$ cat src/rtl/rca_config_pkg.sv
// Shared types and sizing for the RCA configuration bank.
// Optional even parity on active words: RCA_CFG_PARITY_EN.
package rca_config;

    localparam int NUM_RCAS     = 4;
    localparam int CFG_WORDS    = 16;
    localparam int CFG_WIDTH    = 8;
    localparam int MAX_INFLIGHT = 7;

    localparam int RCA_W  = $clog2(NUM_RCAS);
    localparam int ADDR_W = $clog2(CFG_WORDS);
    localparam int CNT_W  = $clog2(MAX_INFLIGHT + 1);

    typedef logic [RCA_W-1:0]     rca_id_t;
    typedef logic [ADDR_W-1:0]    cfg_addr_t;
    typedef logic [CFG_WIDTH-1:0] cfg_word_t;
    typedef logic [CNT_W-1:0]     cnt_t;
    typedef cfg_word_t [CFG_WORDS-1:0] cfg_set_t;

    typedef enum logic [1:0] {
        ST_IDLE,
        ST_DRAIN,
        ST_COPY
    } commit_state_t;

    function automatic logic even_par(cfg_word_t w);
        return ^w;
    endfunction

endpackage

$ cat src/rtl/rca_inflight_counter.sv
// Saturating up/down in-flight counter for one RCA.
// err pulses for one cycle on overflow or underflow.
module rca_inflight_counter
    import rca_config::*;
(
    input  logic clk,
    input  logic rst_n,
    input  logic inc,
    input  logic dec,
    output cnt_t count,
    output logic err
);

    localparam cnt_t CNT_MAX = cnt_t'(MAX_INFLIGHT);

    logic up;
    logic dn;

    assign up  = inc && !dec;
    assign dn  = dec && !inc;
    assign err = (up && count == CNT_MAX) || (dn && count == '0);

    always_ff @(posedge clk) begin
        if (!rst_n) begin
            count <= '0;
        end else if (up && count != CNT_MAX) begin
            count <= count + 1'b1;
        end else if (dn && count != '0) begin
            count <= count - 1'b1;
        end
    end

endmodule

$ cat src/rtl/rca_config_bank.sv
// Double-buffered RCA config store with drain-then-copy commit.
// Optional per-word even parity on the active set: RCA_CFG_PARITY_EN.
module rca_config_bank
    import rca_config::*;
(
    input  logic                           clk,
    input  logic                           rst_n,
    input  logic                           wr_en,
    input  logic [RCA_W-1:0]               wr_rca,
    input  logic [ADDR_W-1:0]              wr_addr,
    input  logic [CFG_WIDTH-1:0]           wr_data,
    input  logic                           commit_req,
    input  logic [RCA_W-1:0]               commit_rca,
    output logic                           commit_ready,
    output logic                           commit_ack,
    input  logic                           issue_valid,
    input  logic [RCA_W-1:0]               issue_rca,
    output logic                           issue_stall,
    input  logic                           retire_valid,
    input  logic [RCA_W-1:0]               retire_rca,
    input  logic [RCA_W-1:0]               rd_rca,
    output logic [CFG_WORDS*CFG_WIDTH-1:0] rd_cfg,
    output logic                           rd_cfg_valid,
    input  logic [RCA_W-1:0]               rb_rca,
    input  logic [ADDR_W-1:0]              rb_addr,
    input  logic                           rb_shadow,
    output logic [CFG_WIDTH-1:0]           rb_data,
    output logic                           inflight_err,
    output logic                           cfg_parity_err
);

    cfg_set_t      shadow_q [NUM_RCAS];
    cfg_set_t      active_q [NUM_RCAS];
    logic [NUM_RCAS-1:0] valid_q;
    commit_state_t state_q;
    commit_state_t state_d;
    rca_id_t       crca_q;
    logic          ack_q;
    cfg_word_t     rb_q;
    logic          err_q;

    cnt_t                inflight [NUM_RCAS];
    logic [NUM_RCAS-1:0] cnt_err;

    assign issue_stall = (state_q != ST_IDLE) && (issue_rca == crca_q);

    for (genvar i = 0; i < NUM_RCAS; i++) begin : g_cnt
        logic inc;
        logic dec;
        assign inc = issue_valid && !issue_stall
                  && (issue_rca == rca_id_t'(i));
        assign dec = retire_valid && (retire_rca == rca_id_t'(i));
        rca_inflight_counter u_cnt (
            .clk   (clk),
            .rst_n (rst_n),
            .inc   (inc),
            .dec   (dec),
            .count (inflight[i]),
            .err   (cnt_err[i])
        );
    end

    always_comb begin
        state_d = state_q;
        unique case (state_q)
            ST_IDLE: begin
                if (commit_req) begin
                    state_d = (inflight[commit_rca] == '0)
                            ? ST_COPY : ST_DRAIN;
                end
            end
            ST_DRAIN: begin
                if (inflight[crca_q] == '0) state_d = ST_COPY;
            end
            ST_COPY: state_d = ST_IDLE;
            default: state_d = ST_IDLE;
        endcase
    end

    always_ff @(posedge clk) begin
        if (!rst_n) begin
            state_q <= ST_IDLE;
            crca_q  <= '0;
            ack_q   <= 1'b0;
            err_q   <= 1'b0;
        end else begin
            state_q <= state_d;
            ack_q   <= (state_q == ST_COPY);
            err_q   <= err_q | (|cnt_err);
            if (state_q == ST_IDLE && commit_req) crca_q <= commit_rca;
        end
    end

    // Nonblocking copy sees the pre-write shadow on a same-cycle write.
    always_ff @(posedge clk) begin
        if (!rst_n) begin
            for (int r = 0; r < NUM_RCAS; r++) begin
                shadow_q[r] <= '0;
                active_q[r] <= '0;
            end
            valid_q <= '0;
            rb_q    <= '0;
        end else begin
            if (wr_en) shadow_q[wr_rca][wr_addr] <= wr_data;
            if (state_q == ST_COPY) begin
                active_q[crca_q] <= shadow_q[crca_q];
                valid_q[crca_q]  <= 1'b1;
            end
            rb_q <= rb_shadow ? shadow_q[rb_rca][rb_addr]
                              : active_q[rb_rca][rb_addr];
        end
    end

`ifdef RCA_CFG_PARITY_EN
    logic [CFG_WORDS-1:0] par_q [NUM_RCAS];

    always_ff @(posedge clk) begin
        if (!rst_n) begin
            for (int r = 0; r < NUM_RCAS; r++) par_q[r] <= '0;
        end else if (state_q == ST_COPY) begin
            for (int w = 0; w < CFG_WORDS; w++) begin
                par_q[crca_q][w] <= even_par(shadow_q[crca_q][w]);
            end
        end
    end

    always_comb begin
        cfg_parity_err = 1'b0;
        for (int w = 0; w < CFG_WORDS; w++) begin
            cfg_parity_err = cfg_parity_err
                | (even_par(active_q[rd_rca][w]) ^ par_q[rd_rca][w]);
        end
    end
`else
    assign cfg_parity_err = 1'b0;
`endif

    assign commit_ready = (state_q == ST_IDLE);
    assign commit_ack   = ack_q;
    assign rd_cfg       = active_q[rd_rca];
    assign rd_cfg_valid = valid_q[rd_rca];
    assign rb_data      = rb_q;
    assign inflight_err = err_q;

endmodule

$ cat config.mk
export PLATFORM = sky130hd
export DESIGN_NAME = rca_config_bank
export DESIGN_NICKNAME = d
export VERILOG_FILES = /design/src/rtl/rca_config_pkg.sv /design/src/rtl/rca_inflight_counter.sv /design/src/rtl/rca_config_bank.sv
export SDC_FILE = /design/constraint.sdc
export NUM_CORES = 2
export LEC_CHECK = 0
export CORE_MARGIN = 2
export CORE_UTILIZATION = 50
export DETAILED_ROUTE_END_ITERATION = 10
export PLACE_DENSITY = 0.73
export RECOVER_POWER = 25
export REMOVE_ABC_BUFFERS = 1
export SLEW_MARGIN = 10
export SYNTH_ARGS = -nofsm -noshare
export SYNTH_HDL_FRONTEND = slang
export SYNTH_SLANG_ARGS = --single-unit
$ cat constraint.sdc
create_clock -name clk -period 5 [get_ports clk]
set_clock_uncertainty 0.05 [all_clocks]
set_input_delay 0.5 -clock clk [delete_from_list [all_inputs] [get_ports clk]]
set_output_delay 0.5 -clock clk [all_outputs]
set_load 0.01 [all_outputs]
# Word-level counts from Yosys, hierarchy flattened
# Memories as Yosys holds them, arrays and structs flattened. A register that Yosys moved wholly into a read port is not among the register bits.
# Index checks and enable logic that the tools add are counted.
op_classes:
  addsub: 8
  n_lt_le_gt_ge: 8
  n_eq_ne: 19
  muxes: 44
  n_bitwise: 4
  reduce_logical: 72
ops:
  columns: ["cell", "count"]
  rows:
  - ["two-way mux 128 bit", 4]
  - ["OR reduction 128 bit", 2]
  - ["binary-select mux 8 bit (select 4 bit)", 2]
  - ["logical AND 1 bit", 37]
  - ["two-way mux 3 bit", 12]
  - ["demux 8 bit (select 4 bit)", 1]
  - ["two-way mux 8 bit", 4]
  - ["logical NOT 3 bit", 6]
  - ["two-way mux 2 bit", 7]
  - ["adder 3 x 1 -> 3 bit (second input constant)", 4]
  - ["binary-select mux 3 bit (select 2 bit)", 2]
  - ["equality test 3 bit (second input constant)", 4]
  - ["inequality test 3 bit (second input constant)", 4]
  - ["nonzero test 3 bit", 4]
  - ["subtractor 3 x 1 -> 3 bit (second input constant)", 4]
  - ["equality test 2 bit (second input constant)", 5]
  - ["< comparator 4 x 5 -> 1 bit (second input constant)", 2]
  - ["nonzero test 2 bit", 5]
  - ["logical NOT 1 bit", 9]
  - ["two-way mux 1 bit", 9]
  - ["equality test 2 x 1 -> 1 bit (second input constant)", 3]
  - [">= comparator 3 bit (second input constant)", 2]
  - ["logical NOT 2 bit", 3]
  - ["< comparator 2 x 3 -> 1 bit (second input constant)", 2]
  - ["13 further kinds", 18]
word_totals:
  reg_bits: 30
  mem_bits_rw: 1024
  inputBits: 35
  output_inout_bits: 142
  wordCells: 167
  memories: 2
mem_list:
  columns: ["name", "depth", "width", "rd", "rd_clocked_by_memory_dff", "wr", "line_no", "source"]
  rows:
  - ["active_q", 4, 128, 2, 0, 4, "rca_config_bank.sv:33", "cfg_set_t active_q [NUM_RCAS];"]
  - ["shadow_q", 4, 128, 2, 1, 4, "rca_config_bank.sv:32", "cfg_set_t shadow_q [NUM_RCAS];"]

# Logic depth before layout (Yosys ltp)
logic_depth:
  word_depth: 11
  depth_mapped: 10
  depth_no_buf: 9

# Modules after synthesis
# A second synthesis with hierarchy kept.
hier_totals:
  hier_cells: 3436
  area_unflattened_um2: 52959.5
by_module_without_submodules:
  columns: ["mod", "instances", "cells_each", "area_each_um2", "seq_area_each_um2"]
  rows:
  - ["rca_config_bank", 1, 3300, 51903.5, 31149.9]
  - ["rca_inflight_counter", 4, 34, 264.0, 60.1]

# Worst setup path after synthesis
# No wires, ideal clock.
synth_path:
  path_type: "register -> register"
  startpoint: "register state_q[1]"
  endpoint: "memory active_q[1][0] (netlist name) (enable)"
  arrival_time_ns: 4.353
  required_ns: 4.440
  setup_slack_ns: 0.087
  path_stages_with_launch: 6
  synth_period_minus_slack_ns: 4.913
  cell_sequence: "dfxtp_1 > nor2b_1 > nand2_1 > nor3b_1 > clkbuf_1 > nand2b_1"
synth_lines:
  columns: ["element", "line_no", "source"]
  rows:
  - ["start: declaration", "rca_config_bank.sv:35", "commit_state_t state_q;"]
  - ["start signal: assignment", "rca_config_bank.sv:87", "state_q <= state_d;"]
  - ["end: declaration", "rca_config_bank.sv:33", null]

==> run metrics <==
outcome=finished, violations left; violated checks=capacitance limit, slew limit; minimum clock period=4.03 ns; Max transition margin=-1.13; post-DP HPWL=99600 µm; vias per cell=6.64; Ports=177; sequential area share after synthesis=0.597; core area=104000 µm²; clock buffer count from CTS=110; die height=328 µm; setup violators final=0; Design Power=21.6 mW; DRC viols=0; required time of the critical path=5.27 ns; Worst Setup End Kind=flop; die area=108000 µm²; RSZ-0062 raised after global routing=false; routed len/inst=31.2 µm; final wirelength=156000 µm; final net count=3555; Crit path largest cell delay=2.27 ns; Max Cap Violations=11; gpl congestion=0.975; share of layout cells above drive strength 1=0.200; Max Fclk=0.248 GHz; Clock Latency Late Sink=0.71 ns; area grow syn2layout=12.8%; Synth top area share=0.585; Clk pin slew, worst setup/hold paths=0.06 ns; initial antenna violation count=4; fin. max-slew vios=455; actual slew at the worst max-slew pin=3.19 ns; largest net degree at the start of global routing=130; dpl ws=1.27 ns; post-route setup TNS=0 ns; count of different cell masters after synthesis=63; Synth warnings=0; CP Cell Sequence=dlygate4sd3_1 > and2_0 > nand2_2 > clkbuf_1 > nor2_1; root buf cell=clkbuf_16; post-CTS setup repair buffer count=0; Total Routing Usage GR=0.290; HP Class=primary input to flop; drt pass-1 iters=8; CTS Hold Buffers Added=0; Slowest-stage cell, CP=clkbuf_1; pwr dens=364 nW/µm²; Post-synth top flop=edfxtp_1; Static Leak=20.5 nW; die width=328 µm; clock buffer depth=3; number of synthesized register bits=1056; leading post-synthesis cells by cell area=edfxtp_1, mux4_2, and2_1, mux2i_1, nor2_1; CP delay by family, top=buffers and inverters; fill count=7975; critical path arrival=4.29 ns; commonest non-fill, non-tap cell in the layout=edfxtp_1; first-pass GRT wire length=227000 µm; number of global-route vias before repair=32600; post-route ant nets=0; Design Area, Final=59300 µm²; CTS tree=built; post-synth top area cell=edfxtp_1; H-tree depth=3; WP buf/inv=2; Crit Path Category=primary input to flop; GR Overflow Total=0; Mapped Cells=3435; final hold viol count=0; fin crit share=0.806; EDFF count, synth=1024; Post-CTS Resized=0; Startpoint Class=primary input; Setup WS post-layout=0.972 ns; vias=33100; Starting Density=0.506; num rows=118; IO Port Bufs=175; CP Max Fanout=48; Post-DP Area=55900 µm²; Iter 0 DRT Violations=5125; Clock Sinks=1056; most frequent cells in the layout=edfxtp_1, mux4_2, nor2_1, and2_1; Post-Syn Area per Cell=15.3 µm²; Max VDD drop=281 µV; Async SR Flop Fraction=0; Mapped Area=52500 µm²
layout make-up:
type,instances,area [µm²],share of cell area
Clock inverter,61,543,0.00916
Antenna cell,2,5.00,0.0000844
Multi-Input combinational cell,2078,20000,0.337
Inverter,13,48.8,0.000823
Timing Repair Buffer,257,2590,0.0437
Tap cell,1380,1730,0.0291
Sequential cell,1056,31400,0.530
Clock buffer,143,2970,0.0501
through the flow:
stage / std cells / utilization / hold slack [ns]
floorplan: 3147 / - / 0.371
global placement: 4784 / 0.537 / 0.379
detailed placement: 4784 / 0.537 / 0.390
CTS: 4988 / 0.571 / 0.264
global route: 4988 / 0.570 / 0.290
finish: 4990 / 0.570 / 0.285
report_power, final:
| group | switching, mW | total, mW | internal [mW] |
|---|---|---|---|
| sequential | 0.311 | 10.6 | 10.3 |
| clock | 3.49 | 8.13 | 4.64 |
| combinational | 1.65 | 2.83 | 1.17 |
worst register-to-register path, stage by stage, from the launching register on:
cell,delay [ns]
dfxtp_1,0.35
nor2b_1,0.39
nand2_1,0.24
nor3_2,0.27
nand2b_1,0.17
clkbuf_2,1.67
sequential cells by signal, summed over array words and instances (netlist names), named ones only:
name	cells
crca_q	2
valid_q	4
commit_ack	1
g_cnt.u_cnt.count	12
state_q	2
active_q	512
rb_data	8
inflight_err	1
shadow_q	512
synthesized netlist by cell type (all sizes together), types with 5 or more instances:
library cell and count:
a32oi 7, nand2b 15, a221oi 6, dfxtp 32
nand2 137, a22oi 90, nor2b 38, mux2i 159
nand4 8, nor3 10, and2 392, mux4 459
o21ai 37, nor2 400, edfxtp 1024, or3 5
o22ai 10, nor3b 8, clkbuf 187, inv 13
o221ai 7, and3 129, a211oi 12, a21oi 32
nand3 57, buf 101
final timing paths:
check                                from                             to  slack [ns]  cells after the start
hold / removal                      rst_n      active_q[3][15]$_DFFE_PP_        0.29                      2
setup reg to reg  state_q[1]$_SDFFE_PN0P_  active_q[0][77]$_SDFFCE_PN0P_        1.24                      5
setup / recovery                    wr_en  shadow_q[2][79]$_SDFFCE_PN0P_        0.97                      5
hold reg to reg   valid_q[2]$_SDFFE_PN0P_        valid_q[2]$_SDFFE_PN0P_        0.40                      1
per-layer routing:
metal  track usage  part of all wire  up-vias
met1         0.401              0.37    17000
met4         0.105             0.038        4
met2         0.459              0.48     2189
met3        0.0614              0.11      322
li1              -                 -    13600
met5             0           0.00018        -
cells by family after synthesis:
| family | count (synthesis) | synth area share |
|---|---|---|
| adders and majority gates | 4 | 0.00152 |
| muxes | 620 | 0.227 |
| and+or+nand+nor | 1214 | 0.118 |
| AOI/OAI and AO/OA | 234 | 0.0310 |
| xor gates and xnor gates | 5 | 0.000834 |
| buffers and inverters | 301 | 0.0232 |
| other | 1 | 0.0000714 |
| DFF | 1056 | 0.597 |
No activity file was read; power rests on OpenSTA's default activity.
